==> config.mk <==
export PLATFORM = sky130hd
export DESIGN_NAME = player_command_scheduler
export DESIGN_NICKNAME = d
export VERILOG_FILES = /design/src/rtl/player_command_scheduler_pkg.sv /design/src/rtl/player_command_scheduler_cmd_fifo.sv /design/src/rtl/player_command_scheduler.sv
export SDC_FILE = /design/constraint.sdc
export NUM_CORES = 1
export LEC_CHECK = 0
export CORE_MARGIN = 3
export CORE_UTILIZATION = 50
export DETAILED_ROUTE_END_ITERATION = 10
export PLACE_DENSITY = 0.76
export SYNTH_ARGS = -nofsm -noshare
export SYNTH_HDL_FRONTEND = slang
export SYNTH_SLANG_ARGS = --single-unit
==> constraint.sdc <==
create_clock -name clk -period 2.42 [get_ports clk]
set_clock_uncertainty 0.1 [all_clocks]
set_input_delay 0.363 -clock clk [delete_from_list [all_inputs] [get_ports clk]]
set_output_delay 0.363 -clock clk [all_outputs]
set_load 0.1 [all_outputs]
==> src/rtl/player_command_scheduler_pkg.sv <==
// Shared command encodings and helpers for the player command scheduler.
package player_command_scheduler_pkg;

    localparam int unsigned CMD_W = 6;

    typedef logic [CMD_W-1:0] cmd_t;

    localparam cmd_t CMD_MOVE_RIGHT = 6'b100000;
    localparam cmd_t CMD_MOVE_LEFT  = 6'b010000;
    localparam cmd_t CMD_WAIT       = 6'b001000;
    localparam cmd_t CMD_JUMP       = 6'b000100;
    localparam cmd_t CMD_KICK       = 6'b000010;
    localparam cmd_t CMD_PUNCH      = 6'b000001;

    // True when exactly one bit of the command is set.
    function automatic logic is_onehot(input cmd_t c);
        return (c != '0) && ((c & (c - cmd_t'(1))) == '0);
    endfunction

endpackage

==> src/rtl/player_command_scheduler_cmd_fifo.sv <==
// Single-clock command FIFO with occupancy level and synchronous flush.
module cmd_fifo
    import player_command_scheduler_pkg::*;
#(
    parameter int unsigned DEPTH = 4,
    parameter int unsigned WIDTH = CMD_W
) (
    input  logic                       clk,
    input  logic                       rst_n,
    input  logic                       flush,
    input  logic                       push,
    input  logic [WIDTH-1:0]           wdata,
    input  logic                       pop,
    output logic [WIDTH-1:0]           rdata,
    output logic [$clog2(DEPTH):0]     level,
    output logic                       full,
    output logic                       empty
);

    localparam int unsigned PTR_W = $clog2(DEPTH);
    localparam int unsigned LVL_W = PTR_W + 1;

    logic [WIDTH-1:0] mem [DEPTH];
    logic [PTR_W-1:0] wr_ptr;
    logic [PTR_W-1:0] rd_ptr;
    logic [LVL_W-1:0] count;
    logic             do_push;
    logic             do_pop;

    assign full    = (count == LVL_W'(DEPTH));
    assign empty   = (count == '0);
    assign do_push = push & ~full & ~flush;
    assign do_pop  = pop & ~empty & ~flush;
    assign rdata   = mem[rd_ptr];
    assign level   = count;

    // Pointer and occupancy tracking; pointers wrap naturally since DEPTH is a power of two.
    always_ff @(posedge clk or negedge rst_n) begin
        if (!rst_n) begin
            wr_ptr <= '0;
            rd_ptr <= '0;
            count  <= '0;
        end else if (flush) begin
            wr_ptr <= '0;
            rd_ptr <= '0;
            count  <= '0;
        end else begin
            if (do_push) wr_ptr <= wr_ptr + 1'b1;
            if (do_pop)  rd_ptr <= rd_ptr + 1'b1;
            if (do_push && !do_pop)      count <= count + 1'b1;
            else if (do_pop && !do_push) count <= count - 1'b1;
        end
    end

    // Storage write at the tail.
    always_ff @(posedge clk) begin
        if (do_push) mem[wr_ptr] <= wdata;
    end

endmodule

==> src/rtl/player_command_scheduler.sv <==
// Buffers per-player action requests and issues one command per player per game tick.
module player_command_scheduler
    import player_command_scheduler_pkg::*;
#(
    parameter int unsigned DEPTH  = 4,
    parameter int unsigned DROP_W = 8
) (
    input  logic                     clk,
    input  logic                     rst_n,
    input  logic                     tick,
    input  logic                     flush,
    input  logic                     left_req_valid,
    input  logic [CMD_W-1:0]         left_req_code,
    output logic                     left_req_ready,
    input  logic                     right_req_valid,
    input  logic [CMD_W-1:0]         right_req_code,
    output logic                     right_req_ready,
    output logic [CMD_W-1:0]         left_cmd_out,
    output logic [CMD_W-1:0]         right_cmd_out,
    output logic [$clog2(DEPTH):0]   left_level,
    output logic [$clog2(DEPTH):0]   right_level,
    output logic [DROP_W-1:0]        left_drop_cnt,
    output logic [DROP_W-1:0]        right_drop_cnt
);

    localparam int unsigned LVL_W = $clog2(DEPTH) + 1;

    // Index 0 is the left player, index 1 the right player.
    logic [1:0]            req_valid;
    logic [1:0][CMD_W-1:0] req_code;

    assign req_valid = {right_req_valid, left_req_valid};
    assign req_code  = {right_req_code, left_req_code};

    for (genvar s = 0; s < 2; s++) begin : g_side
        logic             code_ok;
        logic             push;
        logic             reject;
        logic             pop;
        logic             full;
        logic             empty;
        logic [CMD_W-1:0] head;
        logic [LVL_W-1:0] level;
        logic [CMD_W-1:0] cmd_q;
        logic [DROP_W-1:0] drop_q;

        // Ready comes from the registered level only, so a full FIFO refuses even on a tick.
        assign code_ok = is_onehot(req_code[s]);
        assign push    = req_valid[s] & ~full & code_ok & ~flush;
        assign reject  = req_valid[s] & ~full & ~code_ok & ~flush;
        assign pop     = tick & ~empty & ~flush;

        cmd_fifo #(
            .DEPTH (DEPTH),
            .WIDTH (CMD_W)
        ) u_fifo (
            .clk   (clk),
            .rst_n (rst_n),
            .flush (flush),
            .push  (push),
            .wdata (req_code[s]),
            .pop   (pop),
            .rdata (head),
            .level (level),
            .full  (full),
            .empty (empty)
        );

        // Command register: advances only on tick, WAIT when nothing is queued or on flush.
        always_ff @(posedge clk or negedge rst_n) begin
            if (!rst_n) begin
                cmd_q <= CMD_WAIT;
            end else if (flush) begin
                cmd_q <= CMD_WAIT;
            end else if (tick) begin
                cmd_q <= empty ? CMD_WAIT : head;
            end
        end

        // Saturating count of malformed requests that were offered while ready.
        always_ff @(posedge clk or negedge rst_n) begin
            if (!rst_n) begin
                drop_q <= '0;
            end else if (reject && (drop_q != '1)) begin
                drop_q <= drop_q + 1'b1;
            end
        end
    end

    assign left_req_ready  = ~g_side[0].full;
    assign right_req_ready = ~g_side[1].full;
    assign left_cmd_out    = g_side[0].cmd_q;
    assign right_cmd_out   = g_side[1].cmd_q;
    assign left_level      = g_side[0].level;
    assign right_level     = g_side[1].level;
    assign left_drop_cnt   = g_side[0].drop_q;
    assign right_drop_cnt  = g_side[1].drop_q;

endmodule

==> metrics.md <==
| Metric | Value |
|---|---|
| Post-synth EDFFs | `48` |
| Pwr per Cell Area | `1010 nW/um^2` |
| Cell count after synthesis | `316` |
| Slew @ Worst Pin | `0.675 ns` |
| Reg power frac | `0.379` |
| Reg2Reg Depth | `9` |
| Tcrit/Tclk final | `0.956` |
| CTS Sinks | `90` |
| R2r startpoint | `g_side[1].u_fifo.level[1]$_DFFE_PN0P_` |
| First-pass GRT wire length | `14.6 mm` |
| Yosys warns | `0` |
| Die Ht | `97.6 um` |
| FP Rows | `32` |
| Layout Cells excl Fill | `523` |
| Initial antenna violation count | `0` |
| Internal power | `2.89 mW` |
| CP endpoint kind | `register` |
| Clock root cell | `clkbuf_8` |
| Worst Setup Path Type | `input pin to register` |
| Avg Synthesized Cell Area | `13.3 um^2` |
| Initial Util | `0.530` |
| Core footprint | `7930 um^2` |
| Critical path required time | `2.58 ns` |
| Clock Latency Late Sink | `0.36 ns` |
| Fill count | `579` |
| # placed instances | `505` |
| Cell family with most CP delay | `simple AND/OR/NAND/NOR gates` |
| Post-synth cell types | `57` |
| DR pass1 iterations | `5` |
| DRT Wirelength | `8.66 mm` |
| TritonCTS Buffers | `9` |
| Diodes inserted | `0` |
| Arr. time, crit path | `2.47 ns` |
| Clock power frac | `0.180` |
| Worst Hold Endpoint | `g_side[1].u_fifo.mem[0][5]$_DFFE_PP_` |
| Ys async rst share | `0.467` |
| Syn Nets | `346` |
| Leakage | `2.19 nW` |
| Drc violations | `0` |
| Max Clock Freq | `0.432 GHz` |
| Slew Limit Fails | `0` |
| CP max stage cell | `fa_2` |
| ANT nets after route | `0` |
| Reported max-cap violation count | `0` |
| Worst-path fanout max | `9` |
| Hpwl dp | `6.27 mm` |
| Peak VDD IR | `735 uV` |
| Die footprint | `9530 um^2` |
| Largest net degree at the start of global routing | `30` |
| RR Endpoint | `g_side[1].u_fifo.level[2]$_DFFE_PN0P_` |
| Hold Crit Start | `right_req_code[5]` |
| Port Buffer Count | `53` |
| Buffer levels on the longest clock path | `2` |
| Worst Hold Depth | `2` |
| Fin crit period | `2.31 ns` |
| Seq/Total Area, Yosys | `0.594` |
| GRT Overall Usage | `0.194` |
| Switch Pwr | `2.55 mW` |
| Vias | `2857` |
| Top FF cell, synth | `edfxtp_1` |
| Final hold vios | `0` |
| Worst path bufs/invs | `2` |
| GPL Wtd Cong | `0.800` |
| Area Overhead vs Synth | `28.2%` |
| Final net count | `446` |
| Ports | `54` |
| Vias in the first global route | `3002` |
| Worst Slack Setup Final | `0.107 ns` |
| Die W | `97.6 um` |
| CTS tree | `done` |
| Global route overflow | `0` |
| Setup crit start kind | `input pin` |
| Crit path largest cell delay | `0.44 ns` |
| FF+latch count, synth | `90` |
| Share of total power in combinational logic | `0.441` |
| Routed length per instance | `16.6 um` |
| Via density | `5.46` |
| Layout cells sized above 1 | `0.375` |
| Switching share of total power | `0.469` |
| H-Tree Depth | `3` |
| Post-Place Worst Slack | `-0.583 ns` |
| Relative slew slack | `0.550` |
| Clock slew at the register clock pins of the worst setup and hold paths | `0.10 ns` |
| Synth Cell Area | `4200 um^2` |
| CP cell instances | `dlygate4sd2_1, buf_4, nor2_1, a211oi_2, o311ai_4, nand2_2, nor2_4, fa_2, or3_1, o311ai_1` |
| Reg2Reg Setup Slack | `0.13 ns` |
| Worst hold path class | `input pin to register` |
| Outcome | `completed` |
| Final setup vio count | `0` |
| Initial DRC Count | `182` |
| Unrepaired setup endpoints after global routing | `false` |
area by class of cell:
cell class                 count  area (um^2)  area share
multi-input combinational    195         1660       0.308
clock inverter                 7         60.1      0.0112
sequential                    90         2520       0.468
timing repair buffer         107          833       0.155
tap                          102          128      0.0237
clock buffer                   9          124      0.0230
inverter                      13         61.3      0.0114
synthesized netlist by cell type (all sizes together), types with 2 or more instances:
cell    count  area, um^2
fa          2        40.0
nor2       24        90.1
edfxtp     48        1440
dfstp       2        52.6
o211ai      2        15.0
buf         7        45.0
nand3b      6        45.0
or3         2        12.5
o311ai      3        43.8
nor4        2        12.5
o31a        2        17.5
mux2i       2        20.0
nand2b      4        25.0
nand2      15        58.8
a21oi      15        78.8
dfrtp      40        1000
xnor2      17         149
nor2b      10        62.6
nand3       6        30.0
nand4       9        56.3
o21ai       5        25.0
nor3        2        15.0
and3       10        62.6
xor2        8        70.1
mux4       12         270
ha         10         125
nor4b       2        23.8
mux2        4        48.8
clkbuf     11        41.3
and2        5        31.3
inv        13        48.8
cells in the final DEF (no fill, tap or decap), drive strengths merged, types with 2 or more instances in the layout:
master / Yosys / final
buf: 7 / 90
edfxtp: 48 / 48
dfrtp: 40 / 40
nor2: 24 / 24
xnor2: 17 / 17
inv: 13 / 17
nand2: 15 / 15
a21oi: 15 / 15
clkbuf: 11 / 14
mux4: 12 / 12
and3: 10 / 10
nor2b: 10 / 10
ha: 10 / 10
nand4: 9 / 9
xor2: 8 / 8
clkdlybuf4s50: 0 / 7
nand3b: 6 / 6
nand3: 6 / 6
o21ai: 5 / 5
and2: 5 / 5
nand2b: 4 / 4
mux2: 4 / 4
o311ai: 3 / 3
o211ai: 2 / 2
o31a: 2 / 2
or3: 2 / 2
mux2i: 2 / 2
fa: 2 / 2
clkinvlp: 0 / 2
dlymetal6s2s: 0 / 2
dlygate4sd2: 0 / 2
dfstp: 2 / 2
nor3: 2 / 2
nor4b: 2 / 2
nor4: 2 / 2
metal layers:
metal	global-route usage	wire, um
met1	0.244	3690
met5	0	0
met2	0.334	4480
met3	0.0359	377
met4	0.0692	119
power by group through the flow:
stage	clock, mW	combinational (mW)	sequential [mW]
after global routing	1.05	2.52	2.10
after floorplan	0	0.746	3.13
final	0.979	2.40	2.06
after global placement	0	2.34	2.09
after CTS	0.990	2.40	2.07
after detailed placement	0	2.38	2.10
sequential cells by signal, indices dropped and copies added, names as in the netlist:
| register | count |
|---|---|
| g_side.u_fifo.mem | 48 |
| left_drop_cnt | 8 |
| right_drop_cnt | 8 |
| g_side.u_fifo.level | 6 |
| left_cmd_out | 6 |
| right_cmd_out | 6 |
| g_side.u_fifo.rd_ptr | 4 |
| g_side.u_fifo.wr_ptr | 4 |
worst max-delay path by stage:
stage | start | depth (start not counted) | to
floorplan | g_side[1].u_fifo.level[0]$_DFFE_PN0P_ | 10 | g_side[1].u_fifo.level[2]$_DFFE_PN0P_
global placement | left_req_code[5] | 9 | g_side[0].u_fifo.level[1]$_DFFE_PN0P_
detailed placement | left_req_code[5] | 9 | g_side[0].u_fifo.level[1]$_DFFE_PN0P_
CTS | right_req_code[2] | 10 | g_side[1].u_fifo.level[2]$_DFFE_PN0P_
global route | left_req_code[2] | 10 | g_side[0].u_fifo.level[1]$_DFFE_PN0P_
finish | left_req_code[3] | 10 | g_side[0].u_fifo.level[1]$_DFFE_PN0P_
cells by family after synthesis:
logic type,after synthesis,synth area share
mux,18,0.0808
simple gates,102,0.135
compound gates,38,0.0662
fa+ha+maj,12,0.0393
buf+inv,31,0.0322
xor+xnor,25,0.0522
flops,90,0.594
metrics by stage:
stage / hold slack [ns] / instance area, um^2 / power (mW) / util / setup TNS (ns)
floorplan: -0.0326 / 4280 / 3.88 / - / -1.03
detailed placement: 0.340 / 5150 / 4.48 / 0.650 / -17.94
global route: 0.246 / 5380 / 5.67 / 0.679 / 0
CTS: 0.398 / 5370 / 5.46 / 0.677 / 0
finish: 0.255 / 5380 / 5.44 / 0.679 / 0
global placement: 0.337 / 5150 / 4.43 / 0.650 / -13.97
what timing repair did:
item | 4_1_cts | 5_1_grt
endpoints found under the setup margin | 3 | 2
pin swaps | 1 | 4
resized for setup | 11 | 17
hold buffers | 1 | 0
endpoints found under the hold margin | 26 | 0
setup buffers | 0 | 1
No activity file was read; power rests on OpenSTA's default activity.
